**src/rtl/fifo_wr_arbiter_pkg.sv**
```systemverilog
// Shared definitions for the FIFO write-side arbiter: FSM encodings and debug
// counter width.
package fifo_arb_defs;

  typedef enum logic {
    ST_IDLE  = 1'b0,
    ST_BURST = 1'b1
  } arb_state_t;

  localparam int CNT_W = 32;

endpackage

```
**src/rtl/fifo_wr_arbiter_rr_pick.sv**
```systemverilog
// Combinational round-robin selector: first set bit of req at or after ptr,
// searching upward and wrapping (N_REQ is a power of two).
module rr_pick #(
  parameter int N_REQ = 4,
  parameter int IDW   = $clog2(N_REQ)
) (
  input  logic [N_REQ-1:0] req,
  input  logic [IDW-1:0]   ptr,
  output logic             any,
  output logic [IDW-1:0]   idx
);

  logic [IDW-1:0] cand;

  // Walk offsets from far to near so the closest requester wins.
  always_comb begin
    any  = 1'b0;
    idx  = '0;
    cand = '0;
    for (int k = N_REQ - 1; k >= 0; k--) begin
      cand = ptr + IDW'(k);
      if (req[cand]) begin
        any = 1'b1;
        idx = cand;
      end
    end
  end

endmodule

```
**src/rtl/fifo_wr_arbiter.sv**
```systemverilog
// Round-robin arbiter sharing one FIFO write port among N_REQ producers, with
// bounded bursts, full back-pressure and debug word/stall counters.
module fifo_wr_arbiter
  import fifo_arb_defs::*;
#(
  parameter int WIDTH     = 16,
  parameter int N_REQ     = 4,
  parameter int MAX_BURST = 8,
  localparam int IDW      = $clog2(N_REQ)
) (
  input  logic                   wr_clk,
  input  logic                   rst,
  input  logic [N_REQ-1:0]       req_valid,
  input  logic [N_REQ*WIDTH-1:0] req_data,
  input  logic [N_REQ-1:0]       req_last,
  output logic [N_REQ-1:0]       req_ready,
  input  logic                   fifo_full,
  output logic                   wr_en,
  output logic [WIDTH-1:0]       wr_data,
  output logic [IDW-1:0]         grant_id,
  output logic                   busy,
  output logic [CNT_W-1:0]       word_cnt,
  output logic [CNT_W-1:0]       stall_cnt,
  output logic [IDW-1:0]         rr_ptr
);

  localparam int BCW = $clog2(MAX_BURST) + 1;
  localparam logic [BCW-1:0] BURST_LAST = BCW'(MAX_BURST - 1);

  arb_state_t       state, state_nxt;
  logic [BCW-1:0]   burst_cnt;
  logic             pick_any;
  logic [IDW-1:0]   pick_idx;
  logic             g_valid, g_last;
  logic [WIDTH-1:0] g_data;
  logic             xfer, stall, burst_end;

  rr_pick #(.N_REQ(N_REQ), .IDW(IDW)) u_pick (
    .req (req_valid),
    .ptr (rr_ptr),
    .any (pick_any),
    .idx (pick_idx)
  );

  always_comb begin
    g_data = '0;
    for (int i = 0; i < N_REQ; i++) begin
      if (grant_id == IDW'(i)) g_data = req_data[i*WIDTH +: WIDTH];
    end
  end

  assign g_valid = req_valid[grant_id];
  assign g_last  = req_last[grant_id];
  assign busy    = (state == ST_BURST);

  // Handshake: a word of requester i moves when req_valid[i] & req_ready[i];
  // only the granted requester sees ready, and ready drops whenever the FIFO is
  // full, so that single condition is exactly wr_en.
  assign xfer      = busy & g_valid & ~fifo_full & ~rst;
  assign stall     = busy & g_valid & fifo_full;
  assign burst_end = busy & (~g_valid | (xfer & (g_last | (burst_cnt == BURST_LAST))));

  always_comb begin
    req_ready = '0;
    if (busy && !rst) req_ready[grant_id] = ~fifo_full;
  end

  assign wr_en   = xfer;
  assign wr_data = busy ? g_data : '0;

  always_comb begin
    state_nxt = state;
    case (state)
      ST_IDLE:  if (pick_any)  state_nxt = ST_BURST;
      ST_BURST: if (burst_end) state_nxt = ST_IDLE;
    endcase
  end

  always_ff @(posedge wr_clk) begin
    if (rst) state <= ST_IDLE;
    else     state <= state_nxt;
  end

  always_ff @(posedge wr_clk) begin
    if (rst) begin
      grant_id  <= '0;
      rr_ptr    <= '0;
      burst_cnt <= '0;
      word_cnt  <= '0;
      stall_cnt <= '0;
    end else begin
      if (!busy && pick_any) begin
        grant_id  <= pick_idx;
        burst_cnt <= '0;
      end
      if (xfer) begin
        burst_cnt <= burst_cnt + BCW'(1);
        word_cnt  <= word_cnt + CNT_W'(1);
      end
      if (stall)     stall_cnt <= stall_cnt + CNT_W'(1);
      if (burst_end) rr_ptr    <= grant_id + IDW'(1);
    end
  end

endmodule

```
**config.mk**
```make
export PLATFORM = sky130hd
export DESIGN_NAME = fifo_wr_arbiter
export DESIGN_NICKNAME = d
export VERILOG_FILES = /design/src/rtl/fifo_wr_arbiter_pkg.sv /design/src/rtl/fifo_wr_arbiter_rr_pick.sv /design/src/rtl/fifo_wr_arbiter.sv
export SDC_FILE = /design/constraint.sdc
export NUM_CORES = 1
export LEC_CHECK = 0
export CORE_ASPECT_RATIO = 2
export CORE_MARGIN = 1
export CORE_UTILIZATION = 49
export DETAILED_ROUTE_END_ITERATION = 12
export GPL_ROUTABILITY_DRIVEN = 0
export GPL_TIMING_DRIVEN = 0
export PLACE_DENSITY = 0.87
export SLEW_MARGIN = 20
export SYNTH_ARGS = -nofsm -noshare
export SYNTH_HDL_FRONTEND = slang
export SYNTH_SLANG_ARGS = --single-unit
```
**constraint.sdc**
```tcl
create_clock -name wr_clk -period 4.7 [get_ports wr_clk]
set_input_delay 1.41 -clock wr_clk [delete_from_list [all_inputs] [get_ports wr_clk]]
set_output_delay 1.41 -clock wr_clk [all_outputs]
set_load 0.01 [all_outputs]
```
==> metrics.txt <==
status complete, but fails checks; violated checks DRC; vias per std cell 6.04; Core Region 0.00901 mm2; unrepaired setup endpoints after global routing true; r2r setup slk 2.32 ns; Max Fclk 214 MHz; fin cells 851; Finish-stage setup viols 0; fin nets 828; final slew viol count 0; fin worst setup slack 0.0169 ns; number of global-route vias before repair 5042; Post-DP Area 0.00631 mm2; nature of the critical path endpoint output pin; Yosys warning count 0; predominant post-synthesis flop cell dfxtp_1; fraction of layout cells with a size suffix above 1 0.0695; routed wire length 15400 um; Cells after Synth 569; Ports 165; DRT Pass-1 Iters 10; die width 70.1 um; Critical Path AT 3.27 ns; most common cell after layout, fill and taps aside clkdlybuf4s50_1; H-tree depth 3; initial drt markers 345; asr flop ratio synth 0; EDFF count, synth 0; critical path startpoint category primary input; CTS Root Cell clkbuf_16; Synthesized Nets 651; largest net degree at the start of global routing 20; Clock Latency Late Sink 0.34 ns; final worst path period share 0.996; worst slack, placed -0.403 ns; Worst VDD drop 0.293 mV; dpl cells 834; Die Y 138 um; Layout Skew 0.00490 ns; Yosys reg bits 73; Clock Pin Slew Worst Setup and Hold Paths 0.05 ns; antenna violations before repair 1; syn avg cell area 7.99 um2; num rows 49; # clock sinks 73; PwrDens 236 mW/mm2; Global Route Usage Sum 0.310; Final Instance Area 0.00662 mm2; Mapped Area 0.00455 mm2; I/O Buffers 163; Critical Setup Path Class in2out; Seq/Total Area, Yosys 0.321; Hold/Removal Path Class reg2reg; Die Footprint 0.00969 mm2; most frequent cells in the layout 160 x clkdlybuf4s50_1, 72 x dfxtp_1, 54 x nor2_1; WP data required 3.29 ns; Synth cell types 48; max cap viols 0; post-DP HPWL 11700 um; number of remaining DRC errors 1; setup tns final 0 ns; number of routed nets with antenna violations 0; DR vias 5143; CTS buffer count 9; worst-margin pin slew 0.539 ns; total global routing overflow 0; hold_ws 0.506 ns; CTS Buffer Depth 2; CTS tree done; initial core utilization 0.505; WL/cell 18.1 um; first-pass GRT wire length 24400 um; hold_buf cts 0; total count of hold-check failures in the final report 0; crit path time final 4.68 ns; crit-path max FO 19; Slew HR 0.640; P&R area growth vs syn 45.4%; Lkg Pwr 0.00244 uW
## path summary, 6_finish.rpt
kind,from,cells past startpoint,to
hold reg to reg,word_cnt[1],2,word_cnt[1]
setup reg to reg,busy,6,stall_cnt[31]
hold / removal,word_cnt[1],2,word_cnt[1]
setup / recovery,req_valid[2],6,wr_en
## routing by layer
layer | global-route usage | part of all wire | vias to the layer above
met1 | 0.303 | 0.35 | 2427
met2 | 0.586 | 0.54 | 245
met4 | 0.173 | 0.048 | 0
li1 | - | - | 2416
met5 | 0 | 0 | -
met3 | 0.0590 | 0.059 | 55
## metrics by stage
stage                     total power [uW]  utilization
after floorplan                        803            -
after global placement                 953        0.700
after detailed placement               961        0.700
after CTS                             1560        0.728
after global routing                  1620        0.734
final                                 1560        0.734
## Yosys cell counts (3+ instances only)
cell	instances	area, um2
or4_1	13	97.6
o31ai_1	10	75.1
buf_1	3	11.3
a221oi_1	17	149
dfxtp_1	73	1460
nor2b_1	31	194
o21ai_0	7	35.0
and4_1	10	87.6
nand3_1	24	120
nor3_1	11	55.1
buf_2	5	25.0
a211o_1	18	158
and2_1	10	62.6
a21oi_1	40	200
and3_1	6	37.5
mux2_2	19	214
inv_1	31	116
nand4_1	20	125
nand2_1	43	161
or3_1	7	43.8
ha_1	7	87.6
xor2_1	13	114
clkbuf_1	32	120
nor4_1	21	131
mux2_1	12	135
nor2_1	54	203
## flip-flops by register name (all words and copies together), names as in the netlist
signal	cells
stall_cnt	32
rr_ptr	2
busy	1
burst_cnt	4
grant_id	2
word_cnt	32
## cell families after synthesis
family	count (synthesis)	synth area share
XOR/XNOR	14	0.0270
AND/OR/NAND/NOR	263	0.317
multiplexers	36	0.0977
adder cells (fa/ha/maj)	7	0.0193
buffers and inverters	76	0.0690
flip-flops	73	0.321
AO/OA/AOI/OAI	100	0.149
## worst max-delay path, cell delays in order
cell and delay (ns):
clkdlybuf4s50_1 0.49, mux4_1 0.53, buf_4 0.20, nand2_8 0.16, clkinvlp_4 0.14, dlygate4sd2_1 0.33
## cell type report
class / instances / area [um2]
multi-input cells: 420 / 2790
flip-flops and latches: 73 / 1460
clock buffers: 12 / 246
plain buffers: 43 / 194
clock inverters: 1 / 5.00
inverters: 32 / 124
repair buffers: 167 / 1670
fillers: 668 / 2400
well taps: 102 / 128
diodes: 1 / 2.50
## where the power goes
| part | internal (uW) | leakage [uW] | total [uW] | switching [uW] |
|---|---|---|---|---|
| registers | 626 | 0.000589 | 636 | 10.9 |
| clock network | 362 | 0.000124 | 606 | 244 |
| logic | 169 | 0.00173 | 321 | 152 |
| total | 1160 | 0.00244 | 1560 | 407 |
## what timing repair did
item | CTS | global route
gates resized for setup | 5 | 5
pin swaps | 0 | 1
setup endpoints to repair | 15 | 15
setup buffers | 0 | 4
gates cloned | 0 | 0
Note: power is estimated with default switching activity, not from simulation.
